## src/rtl/alu_seq_if.sv

```systemverilog
// Request/response and ALU-side bus of the ALU sequencer.
// The sequencer is the slave; the requester, which also hosts the
// combinational ALU, is the master.
interface alu_seq_if;
  // request side
  logic        start;
  logic [4:0]  op;
  logic        byte_m;     // byte-mode qualifier ("byte" is a keyword)
  logic [15:0] src;
  logic [15:0] dst;
  logic [5:0]  cnt;
  logic [3:0]  psw_in;
  // ALU strobe/operands
  logic [23:0] alu_op;
  logic [15:0] alu_in1;
  logic [15:0] alu_in2;
  logic        alu_ci;
  logic        alu_ni;
  logic        alu_byte;
  // ALU combinational response
  logic [15:0] alu_result;
  logic [3:0]  alu_flags;
  logic [3:0]  alu_ccmask;
  // status/result
  logic        busy;
  logic        done;
  logic        res_we;
  logic        err;
  logic [15:0] result;
  logic [3:0]  psw_out;

  modport slave (
    input  start, op, byte_m, src, dst, cnt, psw_in,
    input  alu_result, alu_flags, alu_ccmask,
    output alu_op, alu_in1, alu_in2, alu_ci, alu_ni, alu_byte,
    output busy, done, res_we, err, result, psw_out
  );

  modport master (
    output start, op, byte_m, src, dst, cnt, psw_in,
    output alu_result, alu_flags, alu_ccmask,
    input  alu_op, alu_in1, alu_in2, alu_ci, alu_ni, alu_byte,
    input  busy, done, res_we, err, result, psw_out
  );
endinterface

```

## src/rtl/alu_seq.sv

```systemverilog
// ALU sequencer: issues one strobe to an external combinational ALU for
// single ops, or iterates asl/asr steps for the multi-bit ASH shift.
module alu_seq (
  input  logic      clk,
  input  logic      reset_n,
  alu_seq_if.slave  bus
);
  localparam logic [1:0] S_IDLE  = 2'd0;
  localparam logic [1:0] S_EXEC  = 2'd1;
  localparam logic [1:0] S_SHIFT = 2'd2;
  localparam logic [1:0] S_DONE  = 2'd3;

  localparam logic [4:0] OP_TST = 5'd11;
  localparam logic [4:0] OP_ASR = 5'd14;
  localparam logic [4:0] OP_ASL = 5'd15;
  localparam logic [4:0] OP_MOV = 5'd17;
  localparam logic [4:0] OP_CMP = 5'd18;
  localparam logic [4:0] OP_BIT = 5'd19;
  localparam logic [4:0] OP_ASH = 5'd24;

  logic [1:0]  state_q, state_d;
  logic [4:0]  op_q;
  logic        byte_q;
  logic [15:0] src_q, dst_q;
  logic        dir_q;      // 1: shift right (negative count)
  logic [3:0]  psw_q;
  logic [15:0] work_q;
  logic [5:0]  step_q;     // remaining shift steps, up to 32
  logic        vacc_q;     // sign changed at some step so far
  logic [15:0] result_q;
  logic [3:0]  pswo_q;

  logic        req_illegal;
  logic [5:0]  cnt_abs;
  logic        illegal_q;
  logic        step_chg;

  assign req_illegal = (bus.op > OP_ASH);
  // -32 wraps to 6'b100000 which reads as 32 unsigned
  assign cnt_abs     = bus.cnt[5] ? (~bus.cnt + 6'd1) : bus.cnt;
  assign illegal_q   = (op_q > OP_ASH);
  assign step_chg    = bus.alu_result[15] ^ work_q[15];

  // Next-state decode
  always_comb begin
    state_d = state_q;
    case (state_q)
      S_IDLE: begin
        if (bus.start) begin
          if (req_illegal)
            state_d = S_DONE;
          else if (bus.op == OP_ASH && bus.cnt != 6'd0)
            state_d = S_SHIFT;
          else
            state_d = S_EXEC;
        end
      end
      S_EXEC:  state_d = S_DONE;
      S_SHIFT: if (step_q <= 6'd1) state_d = S_DONE;
      default: state_d = S_IDLE;
    endcase
  end

  // ALU drive: a single one-hot strobe in EXEC/SHIFT, everything zero otherwise
  logic        strobe;
  logic [4:0]  sel;
  logic [23:0] alu_op_c;
  logic [15:0] in1_c, in2_c;
  logic        ci_c, ni_c, byte_c;

  always_comb begin
    strobe = 1'b0;
    sel    = 5'd0;
    in1_c  = 16'd0;
    in2_c  = 16'd0;
    ci_c   = 1'b0;
    ni_c   = 1'b0;
    byte_c = 1'b0;
    if (state_q == S_EXEC) begin
      strobe = 1'b1;
      // ASH with zero count is presented to the ALU as a word mov
      sel    = (op_q == OP_ASH) ? OP_MOV : op_q;
      in1_c  = src_q;
      in2_c  = dst_q;
      ci_c   = psw_q[0];
      ni_c   = psw_q[3];
      byte_c = (op_q == OP_ASH) ? 1'b0 : byte_q;
    end else if (state_q == S_SHIFT) begin
      strobe = 1'b1;
      sel    = dir_q ? OP_ASR : OP_ASL;
      in1_c  = src_q;
      in2_c  = work_q;
      ci_c   = psw_q[0];
      ni_c   = psw_q[3];
    end
    alu_op_c = '0;
    for (int i = 0; i < 24; i++)
      alu_op_c[i] = strobe && (sel == 5'(i));
  end

  assign bus.alu_op   = alu_op_c;
  assign bus.alu_in1  = in1_c;
  assign bus.alu_in2  = in2_c;
  assign bus.alu_ci   = ci_c;
  assign bus.alu_ni   = ni_c;
  assign bus.alu_byte = byte_c;

  // State, request latches, shift iteration and result registers
  always_ff @(posedge clk or negedge reset_n) begin
    if (!reset_n) begin
      state_q  <= S_IDLE;
      op_q     <= '0;
      byte_q   <= 1'b0;
      src_q    <= '0;
      dst_q    <= '0;
      dir_q    <= 1'b0;
      psw_q    <= '0;
      work_q   <= '0;
      step_q   <= '0;
      vacc_q   <= 1'b0;
      result_q <= '0;
      pswo_q   <= '0;
    end else begin
      state_q <= state_d;
      case (state_q)
        S_IDLE: begin
          if (bus.start) begin
            op_q   <= bus.op;
            byte_q <= bus.byte_m;
            src_q  <= bus.src;
            dst_q  <= bus.dst;
            dir_q  <= bus.cnt[5];
            psw_q  <= bus.psw_in;
            work_q <= bus.dst;
            step_q <= cnt_abs;
            vacc_q <= 1'b0;
            // illegal codes skip the ALU and report the operand unchanged
            if (req_illegal) begin
              result_q <= bus.dst;
              pswo_q   <= bus.psw_in;
            end
          end
        end
        S_EXEC: begin
          if (op_q == OP_ASH) begin
            result_q <= dst_q;
            pswo_q   <= {dst_q[15], (dst_q == 16'd0), 2'b00};
          end else begin
            result_q <= bus.alu_result;
            pswo_q   <= (bus.alu_ccmask & bus.alu_flags) | (~bus.alu_ccmask & psw_q);
          end
        end
        S_SHIFT: begin
          work_q <= bus.alu_result;
          vacc_q <= vacc_q | step_chg;
          step_q <= step_q - 6'd1;
          if (step_q <= 6'd1) begin
            result_q <= bus.alu_result;
            pswo_q   <= {bus.alu_result[15], (bus.alu_result == 16'd0),
                         vacc_q | step_chg, bus.alu_flags[0]};
          end
        end
        default: ;
      endcase
    end
  end

  assign bus.busy    = (state_q != S_IDLE);
  assign bus.done    = (state_q == S_DONE);
  assign bus.err     = (state_q == S_DONE) && illegal_q;
  assign bus.res_we  = (state_q == S_DONE) && !illegal_q &&
                       (op_q != OP_TST) && (op_q != OP_CMP) && (op_q != OP_BIT);
  assign bus.result  = result_q;
  assign bus.psw_out = pswo_q;
endmodule

```

## src/flat_wrapper.sv

```systemverilog
// flat-port wrapper written by rule: the top's interface ports become plain ports
module alu_seq_flat 
  (clk, reset_n, bus_start, bus_op, bus_byte_m, bus_src, bus_dst, bus_cnt, bus_psw_in, bus_alu_result, bus_alu_flags, bus_alu_ccmask, bus_alu_op, bus_alu_in1, bus_alu_in2, bus_alu_ci, bus_alu_ni, bus_alu_byte, bus_busy, bus_done, bus_res_we, bus_err, bus_result, bus_psw_out);
  alu_seq_if bus_i ();
  input  logic clk;
  input  logic reset_n;
  input wire logic [$bits(bus_i.start)-1:0] bus_start;
  input wire logic [$bits(bus_i.op)-1:0] bus_op;
  input wire logic [$bits(bus_i.byte_m)-1:0] bus_byte_m;
  input wire logic [$bits(bus_i.src)-1:0] bus_src;
  input wire logic [$bits(bus_i.dst)-1:0] bus_dst;
  input wire logic [$bits(bus_i.cnt)-1:0] bus_cnt;
  input wire logic [$bits(bus_i.psw_in)-1:0] bus_psw_in;
  input wire logic [$bits(bus_i.alu_result)-1:0] bus_alu_result;
  input wire logic [$bits(bus_i.alu_flags)-1:0] bus_alu_flags;
  input wire logic [$bits(bus_i.alu_ccmask)-1:0] bus_alu_ccmask;
  output wire logic [$bits(bus_i.alu_op)-1:0] bus_alu_op;
  output wire logic [$bits(bus_i.alu_in1)-1:0] bus_alu_in1;
  output wire logic [$bits(bus_i.alu_in2)-1:0] bus_alu_in2;
  output wire logic [$bits(bus_i.alu_ci)-1:0] bus_alu_ci;
  output wire logic [$bits(bus_i.alu_ni)-1:0] bus_alu_ni;
  output wire logic [$bits(bus_i.alu_byte)-1:0] bus_alu_byte;
  output wire logic [$bits(bus_i.busy)-1:0] bus_busy;
  output wire logic [$bits(bus_i.done)-1:0] bus_done;
  output wire logic [$bits(bus_i.res_we)-1:0] bus_res_we;
  output wire logic [$bits(bus_i.err)-1:0] bus_err;
  output wire logic [$bits(bus_i.result)-1:0] bus_result;
  output wire logic [$bits(bus_i.psw_out)-1:0] bus_psw_out;
  assign bus_i.start = bus_start;
  assign bus_i.op = bus_op;
  assign bus_i.byte_m = bus_byte_m;
  assign bus_i.src = bus_src;
  assign bus_i.dst = bus_dst;
  assign bus_i.cnt = bus_cnt;
  assign bus_i.psw_in = bus_psw_in;
  assign bus_i.alu_result = bus_alu_result;
  assign bus_i.alu_flags = bus_alu_flags;
  assign bus_i.alu_ccmask = bus_alu_ccmask;
  assign bus_alu_op = bus_i.alu_op;
  assign bus_alu_in1 = bus_i.alu_in1;
  assign bus_alu_in2 = bus_i.alu_in2;
  assign bus_alu_ci = bus_i.alu_ci;
  assign bus_alu_ni = bus_i.alu_ni;
  assign bus_alu_byte = bus_i.alu_byte;
  assign bus_busy = bus_i.busy;
  assign bus_done = bus_i.done;
  assign bus_res_we = bus_i.res_we;
  assign bus_err = bus_i.err;
  assign bus_result = bus_i.result;
  assign bus_psw_out = bus_i.psw_out;
  alu_seq u_core (.clk(clk), .reset_n(reset_n), .bus(bus_i));
endmodule
```

## config.mk

```make
export PLATFORM = sky130hd
export DESIGN_NAME = alu_seq_flat
export DESIGN_NICKNAME = d
export VERILOG_FILES = /design/src/rtl/alu_seq_if.sv /design/src/rtl/alu_seq.sv /design/src/flat_wrapper.sv
export SDC_FILE = /design/constraint.sdc
export NUM_CORES = 1
export LEC_CHECK = 0
export BUFFER_PORTS_ARGS = -buffer_cell sky130_fd_sc_hd__buf_2
export CAP_MARGIN = 0
export CORE_MARGIN = 3
export CORE_UTILIZATION = 56
export CTS_CLUSTER_DIAMETER = 40
export DETAILED_ROUTE_END_ITERATION = 8
export PLACE_DENSITY = 0.86
export SLEW_MARGIN = 30
export SYNTH_ARGS = -nofsm -noshare
export SYNTH_HDL_FRONTEND = slang
export SYNTH_SLANG_ARGS = --single-unit
export TNS_END_PERCENT = 50
```

## constraint.sdc

```tcl
create_clock -name clk -period 4.2 [get_ports clk]
set_input_delay 0 -clock clk [delete_from_list [all_inputs] [get_ports clk]]
set_output_delay 0 -clock clk [all_outputs]
set_load 0.005 [all_outputs]
```

# Word level (Yosys, flattened, before mapping)
# Cells that the tools add are included.
dict set report word_totals {
  in_bits 75
  output_inout_bits 83
  mem_bits_ro 0
  mem_bits_rw 0
  latchBits 0
  word_cells 139
  register_bits 88
  mem_count 0
}
dict set report classes {
  n_addsub 2
  bitwise_logic 7
  n_reduce_logical 43
  n_eq_ne 34
  shifts 0
  n_lt_le_gt_ge 3
  mul 0
  muxes 38
  n_div 0
}
# op count
set ops {}
lappend ops {{$mux W16} 9}
lappend ops {{$eq A5 B5 Y1 const B} 10}
lappend ops {{$pmux W16 S3} 1}
lappend ops {{$eq A5 B4 Y1 const B} 8}
lappend ops {{$logic_not A16 Y1} 2}
lappend ops {{$pmux W16 S2} 1}
lappend ops {{$logic_and A1 B1 Y1} 30}
lappend ops {{$eq A5 B3 Y1 const B} 4}
lappend ops {{$mux W4} 4}
lappend ops {{$mux W5} 3}
lappend ops {{$mux W6} 2}
lappend ops {{$pmux W4 S3} 1}
lappend ops {{$pmux W6 S2} 1}
lappend ops {{$eq A5 B2 Y1 const B} 2}
lappend ops {{$gt A5 B5 Y1 const B} 2}
lappend ops {{$mux W1} 10}
lappend ops {{$ne A5 B5 Y1 const B} 2}
lappend ops {{$and A4 B4 Y4} 2}
lappend ops {{$mux W2} 4}
lappend ops {{$add A6 B1 Y6 const B} 1}
lappend ops {{$le A6 B1 Y1 const B} 1}
lappend ops {{$not A6 Y6} 1}
lappend ops {{$pmux W2 S3} 1}
lappend ops {{$reduce_and A2 Y1} 3}
lappend ops {{other kinds (19)} 22}

# Logic depth before layout (Yosys ltp)
dict set report depth {
  depth_word 6
  ltp_mapped 9
}

# Worst setup path after synthesis
# OpenSTA, ideal clock, no wires.
dict set report synth_path {
  path_type {flip-flop to flip-flop}
  from {reg u_core.state_q[0]}
  to {reg u_core.result_q[2], in the netlist u_core.bus.result[2]}
  stages_incl_launch_ff 9
  arrival_time_ns 1.727
  slack_ns 2.378
  synth_period_minus_slack_ns 1.822
  required_time_ns 4.105
  cell_sequence {dfrtp_1 > inv_1 > ha_1 > clkbuf_1 > inv_1 > clkbuf_1 > clkbuf_4 > a221oi_1 > o31ai_1}
}
dict set report synth_via {
  elab_chain_cells 3
  elab_cells_between_ends 9
}
# item line_no
set synth_lines {}
lappend synth_lines {{start, declared} alu_seq.sv:21} ;# logic [1:0] state_q, state_d;
lappend synth_lines {{start signal, assigned} alu_seq.sv:124} ;# state_q <= state_d;
lappend synth_lines {{$eq A2 B2 Y1, or another cell as far along} alu_seq.sv:125} ;# case (state_q)
lappend synth_lines {{$ne A2 B2 Y1 (no line), or another cell as far along} --}
lappend synth_lines {{$reduce_and A4 Y1 (no line)} --}
lappend synth_lines {{end signal, assigned} alu_seq.sv:139} ;# result_q <= bus.dst;
lappend synth_lines {{end signal, assigned} alu_seq.sv:146} ;# result_q <= dst_q;
lappend synth_lines {{end signal, assigned} alu_seq.sv:149} ;# result_q <= bus.alu_result;
lappend synth_lines {{end, declared} alu_seq.sv:30} ;# logic [15:0] result_q;
# Parallel ways exist; a longest one is shown, timed or not.
# A chain may end at the register's enable or synchronous reset.

# Worst setup path in the final report
dict set report layout_path {
  from {reg u_core.state_q[0]}
  to {out bus_alu_op[2]}
}
dict set report layout_via {
  elab_chain_cells 5
  elab_cells_between_ends 8
}
# item line_no
set layout_lines {}
lappend layout_lines {{$eq A2 B2 Y1} alu_seq.sv:88} ;# end else if (state_q == S_SHIFT) begin
lappend layout_lines {{$mux W5} alu_seq.sv:88}
lappend layout_lines {{$mux W5} alu_seq.sv:79} ;# if (state_q == S_EXEC) begin
lappend layout_lines {{$eq A5 B2 Y1} alu_seq.sv:98} ;# alu_op_c[i] = strobe && (sel == 5'(i));
lappend layout_lines {{$logic_and A1 B1 Y1 (*)} alu_seq.sv:98}
lappend layout_lines {{end, declared} flat_wrapper.sv:17} ;# output wire logic [$bits(bus_i.alu_op)-1:0] bus_alu_op;
# Mark *: on every way between the ends. The rest lies on a longest branch, timed or not.

==> impl_metrics.csv <==
group,metric,value,unit
status,status,"finished clean",
global_routing,grt_pass1_vias,4885,
setup_path,startpoint_type,"register",
setup_path,path_class,"register to output pin",
yosys,ys_top_cells_by_area,"dfrtp_1 42%, mux2_2 11%, nand2_1 3.9%",
clock_network,clk_latency,0.37,ns
timing,slew_headroom,0.375,
yosys,yosysTopAreaCell,"dfrtp_1",
yosys,synthArstFlopShare,1.00,
setup_path,crit_top_cell,"nand2_1",
yosys,syn_area,5260,um^2
power,total_power,5.22,mW
global_routing,antenna_found_initial,1,
setup_path,slowest_stage,"nor2b_1",
power,switching_power,2.35,mW
clock_network,cts_buffers,9,
setup_path,cp_slowest_stage_delay,0.81,ns
routing,antenna_left,0,
layout,area_growth,28.6,%
yosys,yosysTopAreaCellShare,0.418,
yosys,synth_ff_type,"dfrtp_1",
yosys,synth-edff-count,0,
yosys,synth_warnings,0,
routing,drtIter0Drc,289,
global_routing,grt_overflow_total,0,
clock_network,cts.sinks,88,
timing,hold_viol,0,
yosys,ys_ff_latch,88,
power,ir_drop,0.430,mV
die,pin_count,158,
timing,layout_min_cycle_time,2.89,ns
power,p_leak,3.17,nW
power,power.internal,2.86,mW
clock_network,cts_buffer_depth,2,
routing,drc,0,
yosys,synthCells,525,
yosys,ys_seq_area_frac,0.418,
die,rows,34,
timing,finalCritPeriodShare,0.688,
placed_design,port-buffer-count,157,
setup_path,crit_chain,"inv_1, ha_2, nor2b_1, nand2_1, nand2_1, nand3_1, nor2_1, buf_2",
layout,final_common_cell,"buf_2",
setup_path,end_kind,"output pin",
routing,viasPerCell,6.09,
setup_path,crit_fanout,23,
routing,drt_wl_total,15700,um
timing,fmax,346,MHz
routing,first_pass_iters,5,
global_routing,grt_start_max_net_pins,89,
yosys,synth_nets,607,
power,powerDensity,771,nW/um^2
global_routing,grt_util_all_layers,0.289,
clock_network,cts_setup_buffers,0,
timing,worst_pin_slew,0.935,ns
die,initial_core_util,0.589,
power,seq_power_share,0.322,
clock_network,cts_root_buffer,"clkbuf_8",
routing,route.vias.total,5028,
layout,drive_gt1_frac,0.367,
run,cap_violations,0,
power,combinationalPowerShare,0.559,
die,die_area,10600,um^2
global_routing,grt_pass1_wl,24100,um
layout,final_area,6770,um^2
timing,fin_skew,0.0139,ns
yosys,yosysUniqueCellTypes,58,
timing,setup_tns,0,ns
yosys,syn_avg_cell_area,10.0,um^2
placed_design,place_area,6050,um^2
placed_design,gp_congestion,0.876,
timing,finalMaxSlewViolations,0,
die,core_area,8930,um^2
layout,fin_nets,794,
min_path,hold_class,"input pin to register",
routing,wl_per_cell,19.0,um
die,die_x,103,um
clock_network,tritoncts,"done",
timing,finalSetupViolCount,0,
placed_design,detailedPlacementHpwl,10000,um
power,swShare,0.451,
power,clkPwrFrac,0.119,
setup_path,required,4.20,ns
setup_path,cp.arrival,2.89,ns
timing,holdWs,0.0117,ns
layout,final_cell_mix,"156 x buf_2, 88 x dfrtp_1, 54 x nand2_1",
clock_network,htreeDepth,3,
clock_network,clkTransAtPathRegs,0.09,ns
timing,grt_setup_unrepaired,"false",
die,die_h,103,um
cells in the mapped netlist (all sizes together), types with 2 or more instances:
library cell	instances
o31ai	21
a21o	2
mux2	58
nand2b	7
nor2	53
clkbuf	14
o41ai	2
o21ai	38
inv	12
nor4b	2
ha	7
nand4	4
nand2	55
o211ai	5
nor3	6
or3	3
a21oi	10
a31oi	6
mux2i	20
nand3	9
nand3b	2
xor2	2
nor2b	21
a22o	17
a221o	2
buf	23
xnor2	2
dfrtp	88
a221oi	14
nor4	6
a21boi	2
critical path: cells and delay by family (launching register included):
family	cells	cell delay, ns
flip-flops	1	0.46
buffers and inverters	2	0.25
AND/OR/NAND/NOR	5	1.36
adder cells (fa/ha/maj)	1	0.47
power groups by stage:
stage	clock network, mW	registers [mW]	logic (mW)
floorplan	0	1.54	2.07
global placement	0	1.63	2.69
detailed placement	0	1.67	2.79
CTS	0.623	1.65	2.85
global route	0.652	1.72	3.20
finish	0.622	1.68	2.92
state kept, by name, summed over array words and instances, names as in the netlist, 2 cells and up:
signal	count
u_core.bus.psw_out	4
u_core.bus.result	16
u_core.dst_q	16
u_core.op_q	5
u_core.psw_q	4
u_core.src_q	16
u_core.state_q	2
u_core.step_q	6
u_core.work_q	16
through the flow:
step / std cells / setup slack [ns] / utilization
floorplan: 525 / 2.38 / -
global placement: 759 / 1.41 / 0.677
detailed placement: 759 / 1.48 / 0.678
CTS: 825 / 1.17 / 0.756
global route: 826 / 1.11 / 0.758
finish: 826 / 1.31 / 0.758
per-layer routing:
layer  routed length (um)  up-vias  share of wire  GRT usage
met2                 7970      263           0.51      0.491
li1                     -     2284              -          -
met4                  535        0          0.034      0.138
met1                 6130     2429           0.39      0.359
met5                    0        -              0          0
met3                 1060       52          0.067     0.0460
final timing paths:
kind                       depth (start not counted)                  from  slack (ns)                     to
hold reg to reg                                    2  u_core.bus.result[8]        0.49   u_core.bus.result[8]
min in group asynchronous                          2               reset_n        0.27       u_core.dst_q[10]
max in group asynchronous                          2               reset_n        3.39        u_core.psw_q[1]
setup reg to reg                                   8     u_core.state_q[0]        1.36  u_core.bus.psw_out[2]
hold / removal                                     3    bus_alu_result[14]        0.01      u_core.work_q[14]
setup / recovery                                   8     u_core.state_q[0]        1.31          bus_alu_op[2]
cell families (layout without fill, tap and decap cells):
group,count (synthesis),count (layout),synth area share
AO/OA/AOI/OAI,126,126,0.182
XOR/XNOR,4,4,0.00666
adder cells (fa/ha/maj),7,7,0.0166
buffers and inverters,49,241,0.0459
flip-flops,88,88,0.418
multiplexers,78,78,0.167
other,0,1,0
AND/OR/NAND/NOR,173,173,0.163
final cells by class:
class	instances	area [um^2]
fillers	586	2160
inverters	12	45.0
diodes	1	2.50
flip-flops and latches	88	2200
repair buffers	213	1340
well taps	108	135
clock inverters	7	80.1
multi-input cells	388	2840
clock buffers	9	124
repair_timing:
| item | in CTS | in global routing |
|---|---|---|
| hold endpoints to repair | 165 | 0 |
| hold buffers | 50 | 0 |
| resized for setup | 0 | 0 |
(Power assumes the default switching activity.)
